`src/rtl/vga_sync_tracker.sv`:
```
// -----------------------------------------------------------------------------
// vga_sync_tracker
//   Recovers the pixel/line position of a VGA-style raster from its hsync and
//   vsync pulses. It measures the line period and the frame length, checks them
//   against the nominal timing, and reports when it has locked to the source.
//
// Ports
//   clk        in   pixel clock; all state updates on its rising edge
//   rst_n      in   synchronous active-low reset
//   hsync_in   in   active-high horizontal sync
//   vsync_in   in   active-high vertical sync
//   px         out  [9:0] recovered horizontal position (0..H_TOTAL-1)
//   py         out  [8:0] low 9 bits of the recovered line number
//   visible    out  locked and inside the active area
//   locked     out  tracker is in LOCKED (registered)
//   line_err   out  one-cycle pulse after an hsync edge with a bad line period
//   frame_err  out  one-cycle pulse after a vsync edge with a bad frame length
// -----------------------------------------------------------------------------
module vga_sync_tracker #(
   parameter int H_DISPLAY    = 640,
   parameter int H_SYNC_START = 656,
   parameter int H_TOTAL      = 800,
   parameter int V_DISPLAY    = 480,
   parameter int V_SYNC_START = 490,
   parameter int V_TOTAL      = 525
) (
   input  logic       clk,
   input  logic       rst_n,
   input  logic       hsync_in,
   input  logic       vsync_in,
   output logic [9:0] px,
   output logic [8:0] py,
   output logic       visible,
   output logic       locked,
   output logic       line_err,
   output logic       frame_err
);

   // The hsync edge is seen one cycle after the source passed H_SYNC_START,
   // so the counter is reloaded with the position the source has reached.
   localparam logic [9:0] LP_H_LOAD = 10'(H_SYNC_START + 1);
   localparam logic [9:0] LP_H_LAST = 10'(H_TOTAL - 1);
   localparam logic [9:0] LP_H_TOT  = 10'(H_TOTAL);
   localparam logic [9:0] LP_H_DISP = 10'(H_DISPLAY);
   localparam logic [9:0] LP_V_LOAD = 10'(V_SYNC_START);
   localparam logic [9:0] LP_V_LAST = 10'(V_TOTAL - 1);
   localparam logic [9:0] LP_V_TOT  = 10'(V_TOTAL);
   localparam logic [9:0] LP_V_DISP = 10'(V_DISPLAY);
   localparam logic [9:0] LP_SAT    = 10'd1023;

   typedef enum logic [1:0] {
      S_SEARCH = 2'd0,
      S_H_LOCK = 2'd1,
      S_LOCKED = 2'd2
   } state_t;

   state_t     r_state;
   state_t     w_state_nxt;

   logic       r_hsync_d;
   logic       r_vsync_d;
   logic       r_hseen;
   logic       r_vseen;
   logic [9:0] r_hcnt;
   logic [9:0] r_vcnt;
   logic [9:0] r_hper;
   logic [9:0] r_vper;
   logic       r_locked;
   logic       r_line_err;
   logic       r_frame_err;

   logic       w_hrise;
   logic       w_vrise;
   logic       w_hwrap;
   logic       w_line_bad;
   logic       w_frame_bad;
   logic       w_timeout;
   logic       w_enter_search;
   logic       w_line_err_nxt;
   logic       w_frame_err_nxt;

   // ---------------------------------------------------------------- edges
   assign w_hrise     = hsync_in & ~r_hsync_d;
   assign w_vrise     = vsync_in & ~r_vsync_d;
   // End-of-line wrap; a reload on hrise takes priority and suppresses it.
   assign w_hwrap     = ~w_hrise & (r_hcnt >= LP_H_LAST);
   // Period checks use the pre-update measurement values.
   assign w_line_bad  = w_hrise & (r_hper != LP_H_TOT);
   assign w_frame_bad = w_vrise & (r_vper != LP_V_TOT);
   // hsync missing long enough for the period counter to saturate.
   assign w_timeout   = (r_hper == LP_SAT);

   // --------------------------------------------------------- next state
   always_comb begin
      w_state_nxt     = r_state;
      w_line_err_nxt  = 1'b0;
      w_frame_err_nxt = 1'b0;
      case (r_state)
         S_SEARCH: begin
            // Need one hrise to start a measurement, then a good period.
            if (w_hrise && r_hseen && (r_hper == LP_H_TOT))
               w_state_nxt = S_H_LOCK;
         end
         S_H_LOCK: begin
            w_line_err_nxt = w_line_bad;
            if (w_line_bad)
               w_state_nxt = S_SEARCH;
            else if (w_vrise && r_vseen && !w_frame_bad)
               w_state_nxt = S_LOCKED;
         end
         S_LOCKED: begin
            w_line_err_nxt  = w_line_bad;
            w_frame_err_nxt = w_frame_bad;
            if (w_line_bad || w_frame_bad)
               w_state_nxt = S_SEARCH;
         end
         default: w_state_nxt = S_SEARCH;
      endcase
      if (w_timeout)
         w_state_nxt = S_SEARCH;
   end

   assign w_enter_search = (w_state_nxt == S_SEARCH) && (r_state != S_SEARCH);

   // ------------------------------------------------------ sequential state
   always_ff @(posedge clk) begin
      if (!rst_n) begin
         r_state     <= S_SEARCH;
         r_hsync_d   <= 1'b0;
         r_vsync_d   <= 1'b0;
         r_hseen     <= 1'b0;
         r_vseen     <= 1'b0;
         r_hcnt      <= '0;
         r_vcnt      <= '0;
         r_hper      <= '0;
         r_vper      <= '0;
         r_locked    <= 1'b0;
         r_line_err  <= 1'b0;
         r_frame_err <= 1'b0;
      end else begin
         r_state     <= w_state_nxt;
         r_hsync_d   <= hsync_in;
         r_vsync_d   <= vsync_in;
         r_locked    <= (w_state_nxt == S_LOCKED);
         r_line_err  <= w_line_err_nxt;
         r_frame_err <= w_frame_err_nxt;

         // Position counters run in every state.
         if (w_hrise)
            r_hcnt <= LP_H_LOAD;
         else if (w_hwrap)
            r_hcnt <= '0;
         else
            r_hcnt <= r_hcnt + 10'd1;

         if (w_vrise)
            r_vcnt <= LP_V_LOAD;
         else if (w_hwrap)
            r_vcnt <= (r_vcnt >= LP_V_LAST) ? '0 : r_vcnt + 10'd1;

         // Clocks since the last hrise, saturating.
         if (w_hrise)
            r_hper <= 10'd1;
         else if (r_hper != LP_SAT)
            r_hper <= r_hper + 10'd1;

         // hrises since the last vrise; a coincident hrise counts as the first.
         if (w_vrise)
            r_vper <= {9'd0, w_hrise};
         else if (w_hrise && (r_vper != LP_SAT))
            r_vper <= r_vper + 10'd1;

         if (w_enter_search)
            r_hseen <= 1'b0;
         else if (w_hrise)
            r_hseen <= 1'b1;

         // vsync edges only count once horizontal lock has been reached.
         if (w_enter_search)
            r_vseen <= 1'b0;
         else if (w_vrise && (r_state != S_SEARCH))
            r_vseen <= 1'b1;
      end
   end

   // -------------------------------------------------------------- outputs
   assign px        = r_hcnt;
   assign py        = r_vcnt[8:0];
   assign visible   = r_locked & (r_hcnt < LP_H_DISP) & (r_vcnt < LP_V_DISP);
   assign locked    = r_locked;
   assign line_err  = r_line_err;
   assign frame_err = r_frame_err;

endmodule

```
`config.mk`:
```
export PLATFORM = sky130hd
export DESIGN_NAME = vga_sync_tracker
export DESIGN_NICKNAME = d
export VERILOG_FILES = /design/src/rtl/vga_sync_tracker.sv
export SDC_FILE = /design/constraint.sdc
export NUM_CORES = 1
export LEC_CHECK = 0
export ABC_AREA = 1
export BUFFER_PORTS_ARGS = -buffer_cell sky130_fd_sc_hd__buf_4
export CORE_MARGIN = 4
export CORE_UTILIZATION = 40
export CTS_CLUSTER_DIAMETER = 60
export CTS_CLUSTER_SIZE = 40
export DETAILED_ROUTE_END_ITERATION = 16
export PLACE_DENSITY = 0.7
export RECOVER_POWER = 25
export SYNTH_ARGS = -nofsm -noshare
export SYNTH_HDL_FRONTEND = slang
export SYNTH_SLANG_ARGS = --single-unit
```
`constraint.sdc`:
```
create_clock -name clk -period 1.6 [get_ports clk]
set_clock_uncertainty 0.2 [all_clocks]
set_input_delay 0.16 -clock clk [delete_from_list [all_inputs] [get_ports clk]]
set_output_delay 0.16 -clock clk [all_outputs]
set_load 0.1 [all_outputs]
```
# Word-level counts from Yosys, hierarchy flattened
# Cells that the tools add are included.
[totals] reg_bits=49 input_bits=4 output_inout_bits=23 wordCells=81
[op_classes] addsub=4 n_lt_le_gt_ge=4 n_eq_ne=9 n_mux=15 bitwise=11 reduce_logical=22
[op_table] operator="$add 10x1->10 const B" n=4
[op_table] operator="$ne 10x10->1 const B" n=4
[op_table] operator="$mux 10" n=3
[op_table] operator="$eq 10x10->1 const B" n=2
[op_table] operator="$ge 10x10->1 const B" n=2
[op_table] operator="$mux 9" n=2
[op_table] operator="$lt 10x10->1 const B" n=1
[op_table] operator="$lt 10x9->1 const B" n=1
[op_table] operator="$mux 2" n=5
[op_table] operator="$reduce_bool 2->1" n=4
[op_table] operator="$reduce_or 2->1" n=4
[op_table] operator="$and 1x1->1" n=7
[op_table] operator="$logic_and 1x1->1" n=7
[op_table] operator="$pmux 2 s3" n=1
[op_table] operator="$eq 2x2->1 const B" n=2
[op_table] operator="$logic_not 2->1" n=2
[op_table] operator="$mux 1" n=4
[op_table] operator="$not 1->1" n=4
[op_table] operator="$reduce_and 2->1" n=2
[op_table] operator="$reduce_or 3->1" n=1
[op_table] operator="$eq 2x1->1 const B" n=1
[op_table] operator="$logic_not 1->1" n=1
[op_table] operator="$logic_or 1x1->1" n=1

# Depth between registers and ports, before layout
[logic_depth] depth_word=12 ltp_mapped=13 depth_no_buf=13

# Least setup slack after synthesis
# No wires, ideal clock.
[synth_timing] path_type="reg-to-output" from="register r_locked (netlist: locked)" to="output visible" t_arrival_ps=3371 setup_slack_ps=-2131 stages_incl_launch_ff=3 path_buffers=0 path_cell_list="dfxtp_1 nand3_1 a211oi_1"
[synth_between] elab_chain_cells=2
[synth_rtl] item="start: declaration" line_no="68" source="logic r_locked;"
[synth_rtl] item="start signal: assignment" line_no="144" source="r_locked <= (w_state_nxt == S_LOCKED);"
[synth_rtl] item="$and 1x1->1 (2 in a row)" line_no="189" source="assign visible = r_locked & (r_hcnt < LP_H_DISP) & (r_vcnt < LP_V_DISP);"
[synth_rtl] item="end: declaration" line_no="33" source="output logic visible,"
# Every way passes these cells.

# Worst setup path in the final report
[layout_timing] from="register r_hper[0]" to="register r_vseen"
[layout_between] elab_chain_cells=9 elab_cells_between_ends=14 cone_classes="3 x eq/ne; 5 x mux; 1 x bitwise; 5 x reduce/logical"
[layout_rtl] item="start: declaration" line_no="66" source="logic [9:0] r_hper;"
[layout_rtl] item="start signal: assignment" line_no="165" source="r_hper <= r_hper + 10'd1;"
[layout_rtl] item="$ne 10x10->1" line_no="88" source="assign w_line_bad = w_hrise & (r_hper != LP_H_TOT);"
[layout_rtl] item="$and 1x1->1" line_no="88"
[layout_rtl] item="$logic_or 1x1->1" line_no="114" source="if (w_line_bad || w_frame_bad)"
[layout_rtl] item="$mux 2" line_no="114"
[layout_rtl] item="$pmux 2 s3" line_no="98" source="case (r_state)"
[layout_rtl] item="$mux 2 (*)" line_no="119" source="if (w_timeout)"
[layout_rtl] item="$logic_not 2->1 (*)" line_no="123" source="assign w_enter_search = (w_state_nxt == S_SEARCH) && (r_state != S_SEARCH);"
[layout_rtl] item="$logic_and 1x1->1 (*)" line_no="123"
[layout_rtl] item="$reduce_or 2->1 (no line) (*)"
[layout_rtl] item="end signal: assignment" line_no="132" source="r_vseen <= 1'b0;"
[layout_rtl] item="end signal: assignment" line_no="180" source="r_vseen <= 1'b0;"
[layout_rtl] item="end signal: assignment" line_no="182" source="r_vseen <= 1'b1;"
[layout_rtl] item="end: declaration" line_no="63" source="logic r_vseen;"
# Every way passes the cells marked *; elsewhere a longest branch is shown, timed or not.
# A chain may end at the register's enable or synchronous reset.

==> impl_metrics.csv <==
group,metric,value,unit
drt,vias_per_cell,4.992,
logic_synthesis,postSynth.asyncResetShare,0,
sta,number_of_setup_violations_in_the_final_report,17,
logic_synthesis,summed_instance_area_of_the_synthesized_netlist,0.002721,sq mm
worst_setup_path,ordered_list_of_cells_on_the_worst_path,"inv_2 -> ha_4 -> nand3_1 -> nor2_4 -> nand2_1 -> nand2_1 -> nand3_2 -> nand3_4 -> nand3_2 -> nand2_1 -> inv_1",
sta,worst_pin_slew,0.5461,ns
drt,via_count,2626,
floorplan,num_rows,29,
final_layout,num_antenna_cells,0,
worst_setup_path,timing.setup.critical_path_class,"flop to flop",
global_route,grt_antenna_before_repair,0,
drt,wirelength_routed,6808,um
cts,clk_path_buf_depth,2,
worst_setup_path,crit_path_max_fanout,3,
logic_synthesis,yosys-top-cells-count,"54 x nand2_1, 52 x inv_1, 49 x dfxtp_1",
final_layout,fillCellCount,565,
sta,fmax,599.6,MHz
power_and_ir_drop,leakage,0.001687,uW
worst_setup_path,cp_common_cell,"nand2_1",
placed_design,numPortBuffers,26,
cts,clock_latency_reported_for_the_late_side_of_the_worst_skew_pair,0.31,ns
final_layout,multiInputGateArea,0.001657,sq mm
placed_design,dpl_worst_slack,-0.1251,ns
floorplan,die_x,90.48,um
sta,fin_crit,1.668,ns
final_layout,fin_nets,463,
floorplan,design.portCount,27,
floorplan,floorplan.die.height,90.48,um
cts,tritoncts_num_sinks,49,
placed_design,detailed_place_hpwl,4730,um
flow_run,drv.max_cap_violation_count,0,
sta,relSlewSlack,0.6375,
status,failed_checks,"setup timing",
global_route,grt_remaining_overflow,0,
drt,drtPass1Iterations,4,
logic_synthesis,synth.distinct_cells,37,
logic_synthesis,ys_seq_elements,49,
floorplan,overall_die_area,0.008187,sq mm
cts,cts.reportedPaths.clkPinSlew,0.10,ns
floorplan,start_util,0.4190,
worst_setup_path,critPathSlowestCell,"dfxtp_2",
status,outcome,"finished with violations",
logic_synthesis,synth_top_cell_by_area,"dfxtp_1",
power_and_ir_drop,power_per_cell_area,708.1,mW/mm^2
drt,detail_route.drc_violations,0,
logic_synthesis,avgSynthCellArea,7.296,sq um
global_route,grt.total_usage,0.1642,
logic_synthesis,yosysWarningCount,0,
global_route,grt_first_pass_wirelength,11340,um
global_route,grt_pass1_vias,2620,
logic_synthesis,synth_flop_cell,"dfxtp_1",
logic_synthesis,synth_nets,388,
final_layout,flow.area_growth_from_synthesis,39.26,%
drt,postRouteAntennaNets,0,
global_route,largest_net_degree_at_the_start_of_global_routing,16,
worst_setup_path,cp-end-kind,"flop",
worst_setup_path,worstPathArrival,1.68,ns
logic_synthesis,netlist_instances,373,
worst_setup_path,reg2reg_setup_slack,-0.07,ns
logic_synthesis,synth_edf_count,0,
worst_setup_path,critPathRequiredTime,1.62,ns
final_layout,drive_above_1_share,0.4543,
worst_setup_path,crit_path_start_kind,"flop",
logic_synthesis,yosysSeqAreaShare,0.3605,
logic_synthesis,netlist.area_leader.share,0.3605,
sta,timing_max_transition_violations_final,0,
floorplan,core_area,0.006495,sq mm
worst_setup_path,max_stage_delay,0.35,ns
final_layout,register_area,0.001033,sq mm
sta,fin_crit_sh,1.042,
min_path,hold_crit_class,"input port to flop",
cts,htreeDepth,2,
logic_synthesis,synthMostInstantiatedCell,"nand2_1",
cts,cts_tree,"done",
logic_synthesis,synth.top_cells.by_area,"dfxtp_1 36%, nand2_1 7.4%, inv_1 7.2%, nor2_1 5.4%, ha_1 5.1%",
power_and_ir_drop,irDropWorstVdd,0.4026,mV
sta,finalHoldViolations,0,
sta,rsz0062_at_grt,"true",
placed_design,gp_routability_congestion,0.8946,
sta,setup_slack_of_the_critical_path_after_layout,-0.06774,ns
drt,drt_iter0_drc,110,
cts,cts_made_buffers,5,
drt,wire_per_inst,12.94,um
cts,root_buffer_master,"clkbuf_8",
power_and_ir_drop,power.total,2684,uW
-- flip-flops by register name, indices dropped and copies added (netlist names), 2 cells and up --
signal,cells
px,10
r_hper,10
r_state,2
r_vcnt,10
r_vper,10
-- logic make-up after synthesis --
logic type | after synthesis | share of synthesized area
xor gates and xnor gates | 12 | 0.03862
and+or+nand+nor | 165 | 0.3136
buffers and inverters | 81 | 0.1274
adders and majority gates | 11 | 0.05057
AOI/OAI and AO/OA | 55 | 0.1094
DFF | 49 | 0.3605
-- cell type report --
type,instances,area share
clock buffer,5,0.01816
clock inverter,3,0.01089
timing repair buffer,80,0.1641
multi-input combinational,243,0.4371
tap,77,0.02542
inverter,69,0.07164
sequential,49,0.2727
-- worst paths after layout --
| path | startpoint | endpoint | cells after the start |
|---|---|---|---|
| setup / recovery | r_hper[0] | r_vseen | 11 |
| hold / removal | vsync_in | r_vcnt[5] | 5 |
| setup reg to reg | r_hper[0] | r_vseen | 11 |
| hold reg to reg | px[3] | px[3] | 2 |
-- cell usage in the layout, fill, tap and decap left out, types with 2 or more instances in the layout --
cell,netlist,routed
nand3_1,24,18
xnor2_1,3,3
a21oi_2,1,7
a31oi_1,3,3
dfxtp_1,49,27
dfxtp_2,0,12
inv_4,0,5
nor2_2,5,7
o21ai_2,0,2
ha_1,11,6
nand4_1,4,4
buf_2,1,3
o21ai_1,7,11
dlygate4sd3_1,0,5
dfxtp_4,0,10
buf_4,11,65
nand2_1,54,40
inv_2,17,19
inv_1,52,45
xor2_1,9,9
nor2_4,3,7
nor3_2,0,3
nand2_2,6,17
clkbuf_2,0,3
clkbuf_8,0,5
and3_1,2,2
a21oi_1,27,21
nand4_4,1,2
buf_6,0,3
ha_4,0,4
o21ai_0,11,5
nand2_4,1,4
nor3b_2,0,2
o31ai_1,2,2
nor3_4,1,2
nor3_1,9,5
nand3_2,9,14
nor2_1,39,33
-- stage by stage --
stage | std cells | setup TNS [ns] | hold slack, ns | cell area, sq um | util
finish | 526 | -0.4412 | 0.008802 | 3790 | 0.5835
global route | 526 | -3.169 | 0.03703 | 3790 | 0.5835
CTS | 520 | -0.1288 | 0.0004393 | 3622 | 0.5577
detailed placement | 501 | -1.188 | 0.1615 | 3273 | 0.5039
global placement | 501 | -0.5715 | 0.1561 | 3273 | 0.5039
floorplan | 373 | -3.178 | 0.05345 | 2795 | -
-- metal layers --
| metal | track usage | part of all wire |
|---|---|---|
| met5 | 0 | 0 |
| met4 | 0.05230 | 0.015 |
| met3 | 0.04083 | 0.048 |
| met2 | 0.2891 | 0.48 |
| met1 | 0.1944 | 0.45 |
-- where the power goes --
group	internal [uW]	switching, uW	total (uW)
Combinational	153	331	485
Clock	461	445	906
Sequential	1250	41.4	1290
Total	1870	818	2680
-- critical path, delay by kind of cell (launching register included) --
| family | cells | cell delay [ns] |
|---|---|---|
| and+or+nand+nor | 8 | 0.78 |
| DFF | 1 | 0.35 |
| buffers and inverters | 2 | 0.10 |
| adders and majority gates | 1 | 0.13 |
-- repair_timing --
action                                  4_1_cts  5_1_grt
endpoints found under the setup margin       35       38
hold buffers                                  5        0
endpoints found under the hold margin         6        0
resized for setup                            45       45
cloned                                        1        0
buffers inserted                              5        6
pin swaps                                     7       20
(Power assumes the default switching activity.)
